===== config.mk =====
export PLATFORM = sky130hd
export DESIGN_NAME = button_reader
export DESIGN_NICKNAME = d
export VERILOG_FILES = /design/src/rtl/button_reader_pkg.sv /design/src/rtl/sync_2ff.sv /design/src/rtl/button_reader.sv
export SDC_FILE = /design/constraint.sdc
export NUM_CORES = 1
export LEC_CHECK = 0
export CAP_MARGIN = 20
export CORE_MARGIN = 5
export CORE_UTILIZATION = 40
export CTS_BUF_LIST = sky130_fd_sc_hd__clkbuf_8
export CTS_CLUSTER_DIAMETER = 150
export CTS_CLUSTER_SIZE = 10
export DETAILED_ROUTE_END_ITERATION = 12
export PLACE_DENSITY = 0.69
export SYNTH_ARGS = -nofsm -noshare
export SYNTH_HDL_FRONTEND = slang
export SYNTH_SLANG_ARGS = --single-unit

===== constraint.sdc =====
create_clock -name CLK -period 3 [get_ports CLK]
set_clock_uncertainty 0.05 [all_clocks]
set_input_delay 0.6 -clock CLK [delete_from_list [all_inputs] [get_ports CLK]]
set_output_delay 0.6 -clock CLK [all_outputs]
set_load 0.02 [all_outputs]

===== src/rtl/button_reader_pkg.sv =====
// Shared types and derived timing constants for the pushbutton reader.
// The debounce and long-press cycle counts are derived from the clock rate.
package button_reader_pkg;

    typedef enum logic [2:0] {
        StIdle,
        StDebPress,
        StHeld,
        StLong,
        StDebRelease
    } state_e;

    function automatic int unsigned calc_deb_cyc(input int unsigned clk_hz,
                                                 input int unsigned debounce_ms);
        return (clk_hz / 1000) * debounce_ms;
    endfunction

    function automatic int unsigned calc_long_cyc(input int unsigned clk_hz,
                                                  input int unsigned long_ms);
        return (clk_hz / 1000) * long_ms;
    endfunction

    function automatic int unsigned calc_cnt_width(input int unsigned deb_cyc,
                                                   input int unsigned long_cyc);
        int unsigned m;
        m = (deb_cyc > long_cyc) ? deb_cyc : long_cyc;
        return $clog2(m + 1);
    endfunction

endpackage


===== src/rtl/sync_2ff.sv =====
// Two-flop synchronizer for an asynchronous input.
// The reset value is a parameter so the output can start at the pin's idle level.
module sync_2ff #(
    parameter bit RESET_VAL = 1'b0
) (
    input  logic i_clk,
    input  logic i_rst_n,
    input  logic i_d,
    output logic o_q
);

    logic r_meta;
    logic r_q;

    always_ff @(posedge i_clk or negedge i_rst_n) begin
        if (!i_rst_n) begin
            r_meta <= RESET_VAL;
            r_q    <= RESET_VAL;
        end else begin
            r_meta <= i_d;
            r_q    <= r_meta;
        end
    end

    assign o_q = r_q;

endmodule


===== src/rtl/button_reader.sv =====
// Debounced pushbutton reader: level, press/release/click/long pulses and a press counter.
// All outputs are registered; every pulse lasts exactly one cycle.
module button_reader
    import button_reader_pkg::*;
#(
    parameter int unsigned CLK_HZ      = 16_000_000,
    parameter int unsigned DEBOUNCE_MS = 10,
    parameter int unsigned LONG_MS     = 1000,
    parameter bit          ACTIVE_LOW  = 1'b1
) (
    input  logic       CLK,
    input  logic       RESETN,
    input  logic       BTN,
    output logic       pressed,
    output logic       press_pulse,
    output logic       release_pulse,
    output logic       click_pulse,
    output logic       long_pulse,
    output logic [7:0] press_count
);

    localparam int unsigned DebCyc  = calc_deb_cyc(CLK_HZ, DEBOUNCE_MS);
    localparam int unsigned LongCyc = calc_long_cyc(CLK_HZ, LONG_MS);
    localparam int unsigned CntW    = calc_cnt_width(DebCyc, LongCyc);

    localparam logic [CntW-1:0] DebLast  = CntW'(DebCyc - 1);
    localparam logic [CntW-1:0] LongLast = CntW'(LongCyc - 1);
    localparam logic [CntW-1:0] CntMax   = '1;

    logic w_btn_sync;
    logic w_act;

    state_e          r_state;
    logic [CntW-1:0] r_cnt;
    logic            r_was_long;
    logic            r_pressed;
    logic            r_press_pulse;
    logic            r_release_pulse;
    logic            r_click_pulse;
    logic            r_long_pulse;
    logic [7:0]      r_press_count;

    // Sync flops reset to the released level so reset never looks like a press.
    sync_2ff #(
        .RESET_VAL (ACTIVE_LOW)
    ) u_sync (
        .i_clk   (CLK),
        .i_rst_n (RESETN),
        .i_d     (BTN),
        .o_q     (w_btn_sync)
    );

    assign w_act = w_btn_sync ^ ACTIVE_LOW;

    always_ff @(posedge CLK or negedge RESETN) begin
        if (!RESETN) begin
            r_state         <= StIdle;
            r_cnt           <= '0;
            r_was_long      <= 1'b0;
            r_pressed       <= 1'b0;
            r_press_pulse   <= 1'b0;
            r_release_pulse <= 1'b0;
            r_click_pulse   <= 1'b0;
            r_long_pulse    <= 1'b0;
            r_press_count   <= '0;
        end else begin
            r_press_pulse   <= 1'b0;
            r_release_pulse <= 1'b0;
            r_click_pulse   <= 1'b0;
            r_long_pulse    <= 1'b0;
            // Counter saturates; each transition below overrides it with a clear.
            if (r_cnt != CntMax) begin
                r_cnt <= r_cnt + 1'b1;
            end
            unique case (r_state)
                StIdle: begin
                    if (w_act) begin
                        r_state <= StDebPress;
                        r_cnt   <= '0;
                    end
                end
                StDebPress: begin
                    if (!w_act) begin
                        r_state <= StIdle;
                        r_cnt   <= '0;
                    end else if (r_cnt == DebLast) begin
                        r_state       <= StHeld;
                        r_cnt         <= '0;
                        r_pressed     <= 1'b1;
                        r_press_pulse <= 1'b1;
                        r_press_count <= r_press_count + 8'd1;
                        r_was_long    <= 1'b0;
                    end
                end
                StHeld: begin
                    if (!w_act) begin
                        r_state <= StDebRelease;
                        r_cnt   <= '0;
                    end else if (r_cnt == LongLast) begin
                        r_state      <= StLong;
                        r_cnt        <= '0;
                        r_long_pulse <= 1'b1;
                        r_was_long   <= 1'b1;
                    end
                end
                StLong: begin
                    if (!w_act) begin
                        r_state <= StDebRelease;
                        r_cnt   <= '0;
                    end
                end
                StDebRelease: begin
                    if (w_act) begin
                        r_state <= r_was_long ? StLong : StHeld;
                        r_cnt   <= '0;
                    end else if (r_cnt == DebLast) begin
                        r_state         <= StIdle;
                        r_cnt           <= '0;
                        r_pressed       <= 1'b0;
                        r_release_pulse <= 1'b1;
                        r_click_pulse   <= !r_was_long;
                    end
                end
                default: begin
                    r_state <= StIdle;
                    r_cnt   <= '0;
                end
            endcase
        end
    end

    assign pressed       = r_pressed;
    assign press_pulse   = r_press_pulse;
    assign release_pulse = r_release_pulse;
    assign click_pulse   = r_click_pulse;
    assign long_pulse    = r_long_pulse;
    assign press_count   = r_press_count;

endmodule

==> flow_metrics.tcl <==
set metrics [dict create \
    vias 1804 \
    grt-ovfl-total 0 \
    fin_nets 246 \
    setup_ws_ns 0.485 \
    die-area_mm2 0.00756 \
    place_ws_ns 0.371 \
    layout_min_cycle_time_ns 2.51 \
    post-cts-setup-buffer-count 0 \
    gp_congestion 0.838 \
    cts_tree "yes" \
    slew_headroom_pct 55.6 \
    wl_per_cell_um 14.7 \
    ys.flop_type "dfrtp_1" \
    numPortBuffers 15 \
    drt_iter0_markers 113 \
    power.density_mw_per_mm2 385 \
    viasPerCell 5.69 \
    swShare_pct 25.1 \
    required_ns 3.09 \
    wirelength_um 4660 \
    timing.hold.ws_ns 0.0383 \
    synthCells 225 \
    path_clk_slew_ns 0.09 \
    peakVddDrop_uv 291 \
    path_class "flip-flop to flip-flop" \
    rsz0062_at_grt "false" \
    synth_async_sr_flop_share_pct 100 \
    avgSynthCellArea_um2 10.5 \
    syn_to_final_growth_pct 13.1 \
    postRouteAntennaNets 0 \
    drv_cap 0 \
    maxSlewViolCount 0 \
    syn_nets 230 \
    drc 0 \
    fmax_mhz 398 \
    p_leak_nw 1.02 \
    ioPinCount 16 \
    critPathMaxFanout 24 \
    outcome "completed" \
    min_period_over_period_pct 83.8 \
    clock_path_buffers 2 \
    crit_arrival_ns 2.60 \
    pwr-share-comb_pct 5.2 \
    root_buffer "clkbuf_8" \
    hp-class "primary input to asynchronous set/reset pin" \
    p_int_uw 771 \
    pwr-share-clk_pct 36.7 \
    tightest_slew_ns 0.663 \
    die_h_um 87.0 \
    grtUsageTotal_pct 13.7 \
    cp-end-kind "flip-flop" \
    grt_pass1_wl_um 8250 \
    die_w_um 87.0 \
    drive_above_1_share_pct 12.4 \
    clkSinkCount 43 \
    fin_cells 317 \
    initial_utilization_pct 40.5 \
    ys_seq_area_share_pct 45.5 \
    finalHoldViolations 0 \
    rows 28 \
    htree_levels 2 \
    cts-buffers-inserted 5 \
    power_frac_seq_pct 58.1 \
    insertion_delay_ns 0.30 \
    synth_cell_types 52 \
    p_switching_uw 259 \
    hpwl_um 3210 \
    diodes 0 \
    synth_edf_count 0 \
    yosys_warnings 0 \
    grt_max_degree 44 \
    cts_resized 0 \
    drtPass1Iterations 4 \
    hold_buffers 0 \
    antenna_found_initial 0 \
    synth_seq_cells 43 \
    fin_setup_tns_ns 0 \
    dp.cells 307 \
    setup_viol 0 \
    grt_pass1_vias 1772 \
    syn_area_mm2 0.00237 \
    cp-start-kind "flip-flop" \
    coreArea_mm2 0.00585 \
]
[state kept, by name (all words and copies together), names as in the netlist]
register and count:
click_pulse 1, long_pulse 1, press_count 8, press_pulse 1
pressed 1, r_cnt 24, r_state 3, r_was_long 1
release_pulse 1, u_sync.o_q 1, u_sync.r_meta 1
[logic make-up (layout without fill, tap and decap cells)]
kind of cell               after synthesis  in the layout  synth area share [%]
AOI/OAI and AO/OA                       54             54                  15.7
xor gates and xnor gates                24             24                  8.88
adders and majority gates                2              2                  1.06
buffers and inverters                   13             30                  2.91
DFF                                     43             43                  45.5
muxes                                    3              3                  1.32
and+or+nand+nor                         86             86                  24.6
[synthesized netlist by cell type, drive strengths merged (2+ instances only)]
cell / count / area share [%]
dfstp: 2 / 2.2
inv: 4 / 0.63
nor3: 5 / 1.7
mux2i: 2 / 0.85
nor4b: 2 / 1.4
nand2b: 2 / 0.53
o2111ai: 2 / 0.74
a31oi: 2 / 0.53
dfrtp: 41 / 43
and2: 2 / 0.53
nand2: 16 / 2.5
and3: 3 / 0.79
or3: 6 / 1.8
a221oi: 2 / 0.74
ha: 2 / 1.1
a21oi: 23 / 4.9
or4: 2 / 0.63
xor2: 9 / 3.3
buf: 8 / 2.1
or2: 3 / 0.79
a211oi: 5 / 1.6
nor4: 11 / 4.2
o21ai: 7 / 1.5
xnor2: 15 / 5.5
nand3: 11 / 2.3
a22oi: 4 / 1.8
nor2: 8 / 1.3
nand4: 10 / 3.5
o211ai: 4 / 2.1
[critical path, cell delays in order, from the launching register on]
cell	delay [ns]
dfrtp_1	0.43
ha_1	0.22
nand4_2	0.21
nor4_4	0.40
nand4_4	0.22
a22oi_4	0.61
a221oi_1	0.21
[layout make-up]
type	count	area [um^2]
Timing Repair Buffer	18	178
Inverter	4	15.0
Multi-Input combinational cell	169	1220
Clock inverter	3	23.8
Clock buffer	5	68.8
Tap cell	75	93.8
Fill cell	526	3170
Sequential cell	43	1080
[through the flow]
stage	utilization, %	cell area, um^2	power, mW
floorplan	-	2370	0.643
global placement	43.8	2560	0.660
detailed placement	43.8	2560	0.661
CTS	45.4	2650	1.04
global route	45.8	2680	1.08
finish	45.8	2680	1.03
[per-layer routing]
metal / wire (um) / track usage, % / vias to the layer above
met2: 2110 / 21.8 / 43
li1: - / - / 878
met1: 2260 / 18.1 / 877
met3: 231 / 2.93 / 6
met4: 55 / 5.67 / 0
met5: 0 / 0 / -
[layout by cell type, fill, tap and decap left out, drive strengths merged, types with 3 or more instances in the layout]
| cell | count |
|---|---|
| dfrtp | 41 |
| a21oi | 23 |
| nand2 | 16 |
| xnor2 | 15 |
| clkdlybuf4s50 | 14 |
| nand3 | 11 |
| nor4 | 11 |
| nand4 | 10 |
| xor2 | 9 |
| nor2 | 8 |
| o21ai | 7 |
| or3 | 6 |
| a211oi | 5 |
| clkbuf | 5 |
| inv | 5 |
| nor3 | 5 |
| a22oi | 4 |
| o211ai | 4 |
| buf | 4 |
| or2 | 3 |
| and3 | 3 |
[power by group through the flow]
stage          combinational [mW]  clock, mW  sequential (mW)
2_1_floorplan              0.0372          0            0.606
3_3_place_gp               0.0502          0            0.610
3_5_place_dp               0.0512          0            0.610
4_1_cts                    0.0514      0.389            0.599
5_1_grt                    0.0615      0.422            0.601
6_report                   0.0531      0.378            0.599
[path summary, 6_finish.rpt]
check	slack, ns	endpoint	from	depth (start not counted)
setup reg to reg	0.49	r_cnt[8]	r_cnt[0]	6
max in group asynchronous	2.39	u_sync.o_q	RESETN	2
hold reg to reg	0.31	u_sync.o_q	u_sync.r_meta	0
hold / removal	0.04	press_count[3]	RESETN	1
setup / recovery	0.49	r_cnt[8]	r_cnt[0]	6
min in group CLK	0.31	u_sync.o_q	u_sync.r_meta	0
Note: power is estimated with default switching activity, not from simulation.
